==> src/rtl/param_memory_bank.sv <==
// -----------------------------------------------------------------------------
// param_memory_bank
//   DEPTH x WIDTH register-array memory. It has one shared write/read address
//   and a one-cycle registered read. Reads return the contents as they were
//   before the current edge (read-before-write). A two-state FSM can zero every
//   entry in exactly DEPTH cycles.
//
// Ports
//   clk    : single clock, all state changes on the rising edge
//   reset  : asynchronous, active-high; clears storage, outputs, FSM, pointer
//   data   : write data (WIDTH)
//   store  : write strobe, honoured only in IDLE and only for addr < DEPTH
//   addr   : shared write/read address (ADDR_W)
//   clear  : request to start a bulk clear, honoured only in IDLE
//   memory : registered read data for addr, or 0 if addr >= DEPTH
//   busy   : high while the clear sequence runs
//   done   : one-cycle pulse after the final clear write
// -----------------------------------------------------------------------------
module param_memory_bank #(
    parameter int WIDTH  = 8,
    parameter int DEPTH  = 4,
    parameter int ADDR_W = $clog2(DEPTH)
) (
    input  logic              clk,
    input  logic              reset,
    input  logic [WIDTH-1:0]  data,
    input  logic              store,
    input  logic [ADDR_W-1:0] addr,
    input  logic              clear,
    output logic [WIDTH-1:0]  memory,
    output logic              busy,
    output logic              done
);

    typedef enum logic {
        IDLE  = 1'b0,
        CLEAR = 1'b1
    } state_t;

    // The pointer is one bit wider than the address, so a DEPTH that is a
    // power of two cannot wrap back to zero before the sequence ends.
    localparam logic [ADDR_W:0] DEPTH_W  = (ADDR_W + 1)'(DEPTH);
    localparam logic [ADDR_W:0] LAST_PTR = (ADDR_W + 1)'(DEPTH - 1);

    state_t            state_r;
    logic [ADDR_W:0]   ptr_r;
    logic [WIDTH-1:0]  mem_r [DEPTH];
    logic              addr_ok_s;

    // Address range check shared by the write and read paths
    assign addr_ok_s = ({1'b0, addr} < DEPTH_W);

    // Storage, registered read port and clear FSM
    always_ff @(posedge clk or posedge reset) begin
        if (reset) begin
            for (int i = 0; i < DEPTH; i++) begin
                mem_r[i] <= {WIDTH{1'b0}};
            end
            memory  <= {WIDTH{1'b0}};
            busy    <= 1'b0;
            done    <= 1'b0;
            state_r <= IDLE;
            ptr_r   <= {(ADDR_W + 1){1'b0}};
        end else begin
            // The read uses the pre-edge array contents in both states. The
            // non-blocking writes below land only after this sample.
            if (addr_ok_s) begin
                memory <= mem_r[addr];
            end else begin
                memory <= {WIDTH{1'b0}};
            end

            case (state_r)
                IDLE: begin
                    done <= 1'b0;
                    if (clear) begin
                        // A clear request takes priority over a write in the same cycle.
                        state_r <= CLEAR;
                        ptr_r   <= {(ADDR_W + 1){1'b0}};
                        busy    <= 1'b1;
                    end else begin
                        busy <= 1'b0;
                        if (store && addr_ok_s) begin
                            mem_r[addr] <= data;
                        end
                    end
                end

                CLEAR: begin
                    // store and clear are ignored until the sequence finishes.
                    mem_r[ptr_r[ADDR_W-1:0]] <= {WIDTH{1'b0}};
                    ptr_r <= ptr_r + (ADDR_W + 1)'(1);
                    if (ptr_r == LAST_PTR) begin
                        state_r <= IDLE;
                        busy    <= 1'b0;
                        done    <= 1'b1;
                    end else begin
                        busy <= 1'b1;
                        done <= 1'b0;
                    end
                end

                default: begin
                    state_r <= IDLE;
                    busy    <= 1'b0;
                    done    <= 1'b0;
                end
            endcase
        end
    end

endmodule

==> config.mk <==
export PLATFORM = sky130hd
export DESIGN_NAME = param_memory_bank
export DESIGN_NICKNAME = d
export VERILOG_FILES = /design/src/rtl/param_memory_bank.sv
export SDC_FILE = /design/constraint.sdc
export NUM_CORES = 1
export LEC_CHECK = 0
export CAP_MARGIN = 10
export CORE_MARGIN = 5
export CORE_UTILIZATION = 59
export CTS_CLUSTER_DIAMETER = 60
export CTS_CLUSTER_SIZE = 28
export DETAILED_ROUTE_END_ITERATION = 16
export PLACE_DENSITY = 0.81
export SYNTH_ARGS = -nofsm -noshare
export SYNTH_HDL_FRONTEND = slang
export SYNTH_SLANG_ARGS = --single-unit
==> constraint.sdc <==
create_clock -name clk -period 3.51 [get_ports clk]
set_input_delay 1.053 -clock clk [delete_from_list [all_inputs] [get_ports clk]]
set_output_delay 1.053 -clock clk [all_outputs]
set_load 0.005 [all_outputs]
After elaboration in Yosys (flattened, before gate mapping)
Index checks and enable logic that the tools add are counted.
W data, S select, Z words.
- output and inout bits: 10
- word-level logic and storage cells: 43
- register bits after elaboration: 45
- order comparisons: 4
- equality and inequality tests: 4
- bitwise gates (word level): 5
- add/subtract/negate cells: 1
- reductions and logical operators: 3
- multiplexer cells: 18
- operators with widths (cell ; count):
    $mux W32 ; 2
    $pmux W32 S2 ; 1
    $and A32 B32 Y32 ; 1
    $bwmux W32 ; 1
    $demux W8 S2 ; 2
    $mux W8 ; 4
    $not A32 Y32 ; 1
    $bmux W8 S2 ; 1
    $ge A3 B3 Y1 const B ; 2
    $lt A3 B1 Y1 const B ; 2
    $ne A2 B2 Y1 const B ; 3
    $not A2 Y3 ; 2
    $pmux W3 S2 ; 1
    $pmux W1 S2 ; 2
    $add A3 B1 Y3 const B ; 1
    $eq A3 B2 Y1 const B ; 1
    $mux W1 ; 3
    $mux W3 ; 1
    $logic_and A1 B1 Y1 ; 2
    $reduce_and A2 Y1 ; 1
    $not A1 Y1 ; 1

Depth between registers and ports, before layout
Gate-level depths: netlist of run 1.
- word-level depth: 9
- mapped depth: 5
- mapped depth without buffers: 5

Worst setup path after synthesis of run 1
No wires, ideal clock.
- path type: input-to-reg
- from: input port addr[1]
- to: register memory[1]
- buffers on the path: 1
- cell stages on the path: 2
- setup slack: 1694 ps
- data arrival time: 1678 ps
- setup time: 138 ps
- path through: buf_6 mux4_2
- longest elaborated chain between the ends: 4
- ends and longest elaborated chain (element ; line ; text):
    start: declaration ; 28 ; input logic [ADDR_W-1:0] addr,
    $not A2 Y3 (not written as such) ; 68 ; memory <= mem_r[addr];
    $bmux W8 S2 ; 68 ;
    $mux W8 (not written as such) (2 in series) ; 68 ;
    end signal: assignment ; 59 ; memory <= {WIDTH{1'b0}};
    end signal: assignment ; 68 ;
    end signal: assignment ; 70 ; memory <= {WIDTH{1'b0}};
    end: declaration ; 30 ; output logic [WIDTH-1:0] memory,
Every way passes these cells. The select of a mux whose other input is x is not followed.
A chain may end at the register's enable or synchronous reset.

==> flow_metrics.tcl, run 1 <==
set metrics [dict create \
    status "complete, no violations" \
    critPathBufInv 1 \
    area_growth_pct 15.7 \
    drtAntennaViolNets 0 \
    critPathRequiredTime_ns 2.46 \
    drive_above_1_share_pct 12.4 \
    wl_per_cell_um 16.6 \
    hold_path_class "reg2reg" \
    dr.pass1.iters 4 \
    slew-limit-headroom_pct 62.6 \
    wirelength_um 3840 \
    power.total_mw 1.27 \
    start_util_pct 61.0 \
    grt_use_total_pct 20.0 \
    numCtsBuffers 5 \
    synth_fp_nets 175 \
    cts_tree "done" \
    switching_share_pct 33.5 \
    ys_ff_latch 45 \
    gp_congestion 0.743 \
    postCtsSetupRepairBufs 0 \
    nets 203 \
    numPortBuffers 23 \
    ir_drop_mv 0.374 \
    syn_avg_cell_area_um2 13.1 \
    antenna_cells 0 \
    critPathMaxFanout 12 \
    clkPwrFrac_pct 19.6 \
    startpoint "state_r" \
    r2r_end "mem_r[26]" \
    setup_tns_ns 0 \
    htree_levels 2 \
    root_buffer "clkbuf_4" \
    p_leak_nw 1.17 \
    core_mm2 0.00334 \
    vias 1250 \
    period_share_pct 74.0 \
    r2r-start "state_r" \
    drc 0 \
    clock_skew_ns 0.00681 \
    endpoint "busy" \
    seqPwrFrac_pct 53.0 \
    end_kind "output pin" \
    hold_buffers 0 \
    cp_cell_sequence "clkdlybuf4s50_1" \
    drt-initial-drc-count 56 \
    grt_start_max_net_pins 46 \
    share_comb_of_total_power_pct 27.4 \
    max_freq_mhz 385 \
    critPathMaxStageDelay_ns 0.60 \
    post_drt_via_cell_ratio 5.41 \
    path_class "reg2out" \
    cts_sinks 45 \
    period_minus_slack_ns 2.60 \
    synth_area_mm2 0.00204 \
    io_pins 24 \
    dp_hpwl_um 2730 \
    hold_viol_final 0 \
    synthCells 156 \
    fin_area_mm2 0.00236 \
    p_switching_mw 0.426 \
    netlist.area_leader.share_pct 55.3 \
    reg2reg_depth 3 \
    worst-r2r-setup-slack_ns 1.78 \
    antenna_found_initial 0 \
    clockBufferDepth 2 \
    finalSetupViolations 0 \
    overflow 0 \
    clk_pin_slew_ns 0.13 \
    grt_pass1_vias 1393 \
    dpl_cell_area_mm2 0.00230 \
    cts_resized 0 \
    multi_input_area_um2 808 \
    fin_util_pct 70.6 \
    clkLatencyLatePin_ns 0.36 \
    cp.arrival_ns 1.54 \
    yosysWarnings 0 \
    cp_slowest_cell "dfrtp_1" \
    dieArea_mm2 0.00473 \
    p_int_mw 0.846 \
    cp_num_cells 1 \
    ys_seq_area_share_pct 55.3 \
    drv_slew 0 \
    dp.cells 223 \
    worstSetupStartpointType "register" \
    die_w_um 68.8 \
    ys_types 19 \
    critPathTopFamily "flip-flops" \
    seqCellArea_mm2 0.00113 \
    power.density_mw_per_mm2 540 \
    die-height_um 68.8 \
    finalNonFillerCells 231 \
    grt_first_pass_wirelength_um 6650 \
    yosysTopAreaCell "dfrtp_1" \
    rsz0062_at_grt "no" \
    fp-row-count 21 \
    synth_area_leaders "dfrtp_1, mux2i_1, mux4_2, nand2_1, ha_1" \
    worst_pin_slew_ns 0.560 \
    drv_cap 0 \
    fill_cells 266 \
]
[stage by stage]
| step | setup slack (ns) | hold slack (ns) |
|---|---|---|
| after CTS | 0.897 | 0.536 |
| after floorplan | 1.40 | 0.496 |
| after global routing | 0.825 | 0.562 |
| after detailed placement | 0.757 | 0.517 |
| final | 0.914 | 0.535 |
| after global placement | 0.793 | 0.509 |
[sequential cells by signal (all words and copies together), names as in the netlist]
name,cells
mem_r,32
ptr_r,3
done,1
memory,8
state_r,1
[synthesized netlist by cell type]
master / count
nor2_4: 1
and4bb_1: 1
nor2_1: 1
buf_4: 1
nand4_4: 1
mux4_2: 8
buf_2: 1
o31ai_1: 2
ha_1: 5
and4b_1: 1
nand4b_1: 1
dfrtp_1: 45
inv_1: 12
nand2_1: 37
mux2_2: 1
buf_6: 4
nand2b_1: 1
mux2i_1: 32
and2_1: 1
[area by class of cell]
type | count | area share [%]
inverters | 12 | 1.91
clock buffers | 5 | 1.59
well taps | 46 | 2.44
flip-flops and latches | 45 | 47.8
repair buffers | 27 | 11.0
multi-input cells | 93 | 34.3
clock inverters | 3 | 0.903
[power groups by stage]
stage | clock, mW | combinational [mW] | sequential, mW
2_1_floorplan | 0 | 0.230 | 0.661
3_5_place_dp | 0 | 0.354 | 0.685
6_report | 0.250 | 0.349 | 0.674
4_1_cts | 0.258 | 0.355 | 0.674
5_1_grt | 0.277 | 0.391 | 0.688
3_3_place_gp | 0 | 0.335 | 0.679
[tightest hold or removal path, stage by stage (launching register included)]
cell	delay (ns)
dfrtp_1	0.40
nand2_1	0.06
mux2i_1	0.05
[kinds of logic after synthesis]
family                     Yosys count  share of synthesized area, %
and+or+nand+nor                     45                          10.7
DFF                                 45                          55.3
muxes                               41                          25.1
buffers and inverters               18                          5.04
adders and majority gates            5                          3.07
AOI/OAI and AO/OA                    2                         0.737
[routing by layer]
layer / vias up / GRT usage (%) / share of wire [%] / wire length, µm
met4: 0 / 11.2 / 3.3 / 127
met5: - / 0 / 0 / 0
li1: 584 / - / - / -
met3: 11 / 4.38 / 5.7 / 220
met2: 36 / 32.5 / 50 / 1900
met1: 619 / 24.8 / 41 / 1590
[cell usage in the layout (no fill, tap or decap), types with 2 or more instances in the layout]
cell	instances
dfrtp_1	45
nand2_1	37
mux2i_1	32
clkdlybuf4s50_1	23
inv_1	12
mux4_2	8
ha_1	5
clkbuf_4	5
buf_4	4
o31ai_1	2
[worst min path at each step]
stage / start / to / slack [ns] / depth (start not counted)
detailed placement: mem_r[29] / mem_r[29] / 0.52 / 2
finish: mem_r[29] / mem_r[29] / 0.53 / 2
global route: mem_r[18] / mem_r[18] / 0.56 / 2
CTS: mem_r[29] / mem_r[29] / 0.54 / 2
floorplan: mem_r[17] / mem_r[17] / 0.50 / 2
global placement: mem_r[30] / mem_r[30] / 0.51 / 2
No activity file was read; power rests on OpenSTA's default activity.
==> run 2: changes to the inputs <==
--- a/config.mk
+++ b/config.mk
@@ -7,11 +7,11 @@
 export LEC_CHECK = 0
 export CAP_MARGIN = 10
 export CORE_MARGIN = 5
-export CORE_UTILIZATION = 59
+export CORE_UTILIZATION = 55
 export CTS_CLUSTER_DIAMETER = 60
 export CTS_CLUSTER_SIZE = 28
 export DETAILED_ROUTE_END_ITERATION = 16
-export PLACE_DENSITY = 0.81
+export PLACE_DENSITY = 0.76
 export SYNTH_ARGS = -nofsm -noshare
 export SYNTH_HDL_FRONTEND = slang
 export SYNTH_SLANG_ARGS = --single-unit
==> constraint.sdc (replaced) <==
create_clock -name clk -period 2.7 [get_ports clk]
set_input_delay 0.81 -clock clk [delete_from_list [all_inputs] [get_ports clk]]
set_output_delay 0.81 -clock clk [all_outputs]
set_load 0.005 [all_outputs]
==> run 2 against run 1 <==
Effect of this change:
- first-iteration DRC count up 27%
- worst setup slack worse by 0.49 ns
- core utilization fell by 3.9 points
- highest routed layer unchanged
==> flow_metrics.tcl, run 2 (synthesized netlist as in run 1, its figures left out) <==
set metrics [dict create \
    dieArea_mm2 0.00502 \
    cp.arrival_ns 1.47 \
    fin_area_mm2 0.00242 \
    clkLatencyLatePin_ns 0.29 \
    clock_skew_ns 0.00381 \
    critPathMaxFanout 12 \
    worst_pin_slew_ns 0.514 \
    cp_slowest_cell "dfrtp_1" \
    hold_path_class "reg2reg" \
    grt_use_total_pct 18.2 \
    finalSetupViolations 0 \
    p_leak_nw 1.21 \
    cts_sinks 45 \
    critPathTopFamily "flip-flops" \
    core_mm2 0.00363 \
    drtAntennaViolNets 0 \
    ir_drop_mv 0.606 \
    worstSetupStartpointType "register" \
    largest_reg_flops 32 \
    max_freq_mhz 438 \
    final_cell_mix "dfrtp_1, nand2_1, mux2i_1" \
    numPortBuffers 23 \
    drv_slew 0 \
    fp-row-count 22 \
    vias 1298 \
    dr.pass1.iters 4 \
    power.density_mw_per_mm2 719 \
    overflow 0 \
    clockBufferDepth 2 \
    postCtsSetupRepairBufs 0 \
    numCtsBuffers 5 \
    area_growth_pct 19.0 \
    drive_above_1_share_pct 13.8 \
    grt_start_max_net_pins 36 \
    period_share_pct 84.5 \
    drt-initial-drc-count 71 \
    cts_resized 0 \
    status "complete, no violations" \
    grt_first_pass_wirelength_um 6950 \
    worst-r2r-setup-slack_ns 1.19 \
    setup_tns_ns 0 \
    critPathMaxStageDelay_ns 0.60 \
    io_pins 24 \
    clk_pin_slew_ns 0.07 \
    die_w_um 70.9 \
    rsz0062_at_grt "no" \
    die-height_um 70.9 \
    post_drt_via_cell_ratio 5.48 \
    nets 208 \
    dp_hpwl_um 2940 \
    end_kind "output pin" \
    drv_cap 0 \
    hold_buffers 0 \
    critPathRequiredTime_ns 1.89 \
    htree_levels 2 \
    period_minus_slack_ns 2.28 \
    hold_viol_final 0 \
    antenna_cells 0 \
    path_class "reg2out" \
    cp_cell_sequence "clkdlybuf4s50_1" \
    critPathBufInv 1 \
    dpl_cell_area_mm2 0.00234 \
    regMostFlops "mem_r" \
    wirelength_um 4080 \
    wl_per_cell_um 17.2 \
    drc 0 \
    final_common_cell "dfrtp_1" \
    start_util_pct 56.1 \
    cts_tree "done" \
    antenna_found_initial 0 \
    root_buffer "clkbuf_8" \
    gp_congestion 0.750 \
    slew-limit-headroom_pct 65.7 \
    layout_top_registers "mem_r x32, memory x8, ptr_r x3" \
    grt_pass1_vias 1438 \
]
run 2: area by class of cell:
type / count / area (µm²)
clock buffers: 7 / 86.3
fillers: 289 / 1210
inverters: 12 / 45.0
multi-input cells: 93 / 808
flip-flops and latches: 45 / 1130
well taps: 48 / 60.1
repair buffers: 32 / 298
run 2: where the power goes:
part	switching (mW)	leakage [nW]	internal, mW
combinational	0.251	0.553	0.207
clock	0.202	0.0443	0.203
sequential	0.0860	0.614	0.793
run 2: final timing paths:
path,end,from,cells past startpoint
setup reg to reg,mem_r[18],state_r,4
setup / recovery,busy,state_r,1
min in group asynchronous,mem_r[10],reset,3
hold / removal,mem_r[11],mem_r[11],2
hold reg to reg,mem_r[11],mem_r[11],2
max in group asynchronous,mem_r[19],reset,4
run 2: metal layers:
layer | routed length [µm] | track usage (%) | share of wire [%]
met4 | 47 | 4.38 | 1.2
met1 | 1710 | 22.4 | 42
met2 | 2070 | 31.8 | 51
met3 | 249 | 5.11 | 6.1
met5 | 0 | 0 | 0
run 2: per-stage QoR:
stage | total power [mW] | util [%] | hold WS (ns) | setup slack [ns] | cells
global placement | 1.32 | 64.3 | 0.507 | 0.401 | 230
floorplan | 1.16 | - | 0.496 | 0.831 | 156
global route | 1.86 | 66.7 | 0.554 | 0.325 | 237
CTS | 1.76 | 66.7 | 0.532 | 0.410 | 237
detailed placement | 1.36 | 64.3 | 0.521 | 0.298 | 230
finish | 1.74 | 66.7 | 0.527 | 0.419 | 237
run 2: worst register-to-register path: stages (launching register included):
cell and delay [ns]:
dfrtp_1 0.53, nor2_4 0.25, and4b_1 0.26, buf_4 0.18, mux2i_1 0.21
==> run 3: changes to the inputs <==
==> constraint.sdc (replaced) <==
create_clock -name clk -period 2.4 [get_ports clk]
set_input_delay 0.72 -clock clk [delete_from_list [all_inputs] [get_ports clk]]
set_output_delay 0.72 -clock clk [all_outputs]
set_load 0.005 [all_outputs]
==> run 3 against run 2 <==
Effect of this change:
- worst hold slack is essentially flat
- final cell count decreased by 0.42%
- routed wire length down 2.4%
- sequential power increased by 12%
==> flow_metrics.tcl, run 3 (synthesized netlist as in run 1, its figures left out) <==
set metrics [dict create \
    status "complete, no violations" \
    clock_skew_ns 0.00448 \
    dieArea_mm2 0.00502 \
    clk_pin_slew_ns 0.08 \
    antenna_found_initial 0 \
    rsz0062_at_grt "no" \
    numCtsBuffers 5 \
    finalSetupViolations 0 \
    io_pins 24 \
    critPathMaxFanout 12 \
    worstSetupStartpointType "register" \
    worst-r2r-setup-slack_ns 0.89 \
    overflow 0 \
    reg2reg_depth 4 \
    critPathBufInv 1 \
    share_comb_of_total_power_pct 26.7 \
    area_growth_pct 19.8 \
    ir_drop_mv 0.520 \
    dpl_cell_area_mm2 0.00235 \
    grt_start_max_net_pins 46 \
    fp-row-count 22 \
    power.density_mw_per_mm2 811 \
    cp.arrival_ns 1.47 \
    postCtsSetupRepairBufs 0 \
    die_w_um 70.9 \
    layout_top_registers "mem_r x32, memory x8, ptr_r x3" \
    cp_slowest_cell "dfrtp_1" \
    hold_viol_final 0 \
    vias 1269 \
    slew-limit-headroom_pct 63.1 \
    cts_resized 0 \
    cts_tree "done" \
    drt-initial-drc-count 94 \
    cp_cell_sequence "clkdlybuf4s50_1" \
    post_drt_via_cell_ratio 5.38 \
    grt_first_pass_wirelength_um 6780 \
    r2r-start "state_r" \
    seqPwrFrac_pct 49.7 \
    numPortBuffers 23 \
    seqCellArea_mm2 0.00113 \
    min_to "mem_r[12]" \
    worst_pin_slew_ns 0.553 \
    cts_sinks 45 \
    hp-start "mem_r[12]" \
    drc 0 \
    hold_path_class "reg2reg" \
    whs_path_depth 2 \
    clkLatencyLatePin_ns 0.29 \
    start_util_pct 56.1 \
    clockBufferDepth 2 \
    drive_above_1_share_pct 13.3 \
    core_mm2 0.00363 \
    final_cell_mix "dfrtp_1, nand2_1, mux2i_1" \
    antenna_cells 0 \
    critPathTopFamily "flip-flops" \
    dr.pass1.iters 6 \
    critPathMaxStageDelay_ns 0.59 \
    wirelength_um 3980 \
    fill_cells 280 \
    htree_levels 2 \
    grt_pass1_vias 1478 \
    switching_share_pct 31.4 \
    p_leak_nw 1.21 \
    p_int_mw 1.36 \
    end_kind "output pin" \
    max_freq_mhz 457 \
    clkPwrFrac_pct 23.6 \
    die-height_um 70.9 \
    path_class "reg2out" \
    drtAntennaViolNets 0 \
    drv_slew 0 \
    r2r_end "mem_r[16]" \
    final_common_cell "dfrtp_1" \
    setup_tns_ns 0 \
    wl_per_cell_um 16.9 \
    dp_hpwl_um 2780 \
    critPathRequiredTime_ns 1.68 \
    nets 207 \
    grt_use_total_pct 17.6 \
    root_buffer "clkbuf_8" \
    fin_area_mm2 0.00244 \
    p_switching_mw 0.622 \
    hold_buffers 0 \
    period_minus_slack_ns 2.19 \
    largest_reg_flops 32 \
    period_share_pct 91.2 \
    drv_cap 0 \
    gp_congestion 0.779 \
    multi_input_area_um2 808 \
    regMostFlops "mem_r" \
]
## run 3: changes by cell type in the layout (fill, tap and decap cells not counted), sizes merged
cell,change
buf,-1
## run 3: final cells by class
type	count	share of cell area, %
Sequential cell	45	46.1
Tap cell	48	2.46
Multi-Input combinational cell	93	33.1
Clock buffer	7	3.54
Inverter	12	1.85
Timing Repair Buffer	31	12.9
## run 3: worst max path at each step
stage | slack (ns) | cells after the start | to | from
2_1_floorplan | 0.62 | 1 | done | reset
3_3_place_gp | 0.17 | 4 | mem_r[21] | addr[0]
3_5_place_dp | 0.10 | 4 | mem_r[16] | addr[0]
4_1_cts | 0.20 | 1 | busy | state_r
5_1_grt | 0.13 | 1 | busy | state_r
6_report | 0.21 | 1 | busy | state_r
## run 3: power by group through the flow
stage               Sequential, mW  Clock (mW)  Combinational (mW)
finish                       0.984       0.466               0.529
global route                  1.00       0.513               0.587
CTS                          0.985       0.481               0.536
detailed placement            1.00           0               0.532
global placement             0.989           0               0.505
floorplan                    0.967           0               0.336
## run 3: per-layer routing
layer,vias up,GRT usage [%],wire (µm)
li1,593,-,-
met1,639,21.0,1710
met2,31,29.0,1960
met3,6,6.39,235
met4,0,6.68,65
met5,-,0,0
## run 3: worst reg2reg max path: stages, from the launching register on
cell and delay [ns]:
dfrtp_1 0.52, nor2_4 0.25, and4b_1 0.22, buf_4 0.20, mux2i_1 0.23
## run 3: through the flow
step	utilization (%)	setup WS (ns)	hold slack [ns]	cells	power [mW]
global route	67.2	0.132	0.545	236	2.10
CTS	67.2	0.199	0.527	236	2.00
detailed placement	64.8	0.105	0.517	229	1.53
finish	67.2	0.211	0.527	236	1.98
floorplan	-	0.621	0.496	156	1.30
global placement	64.8	0.170	0.507	229	1.49
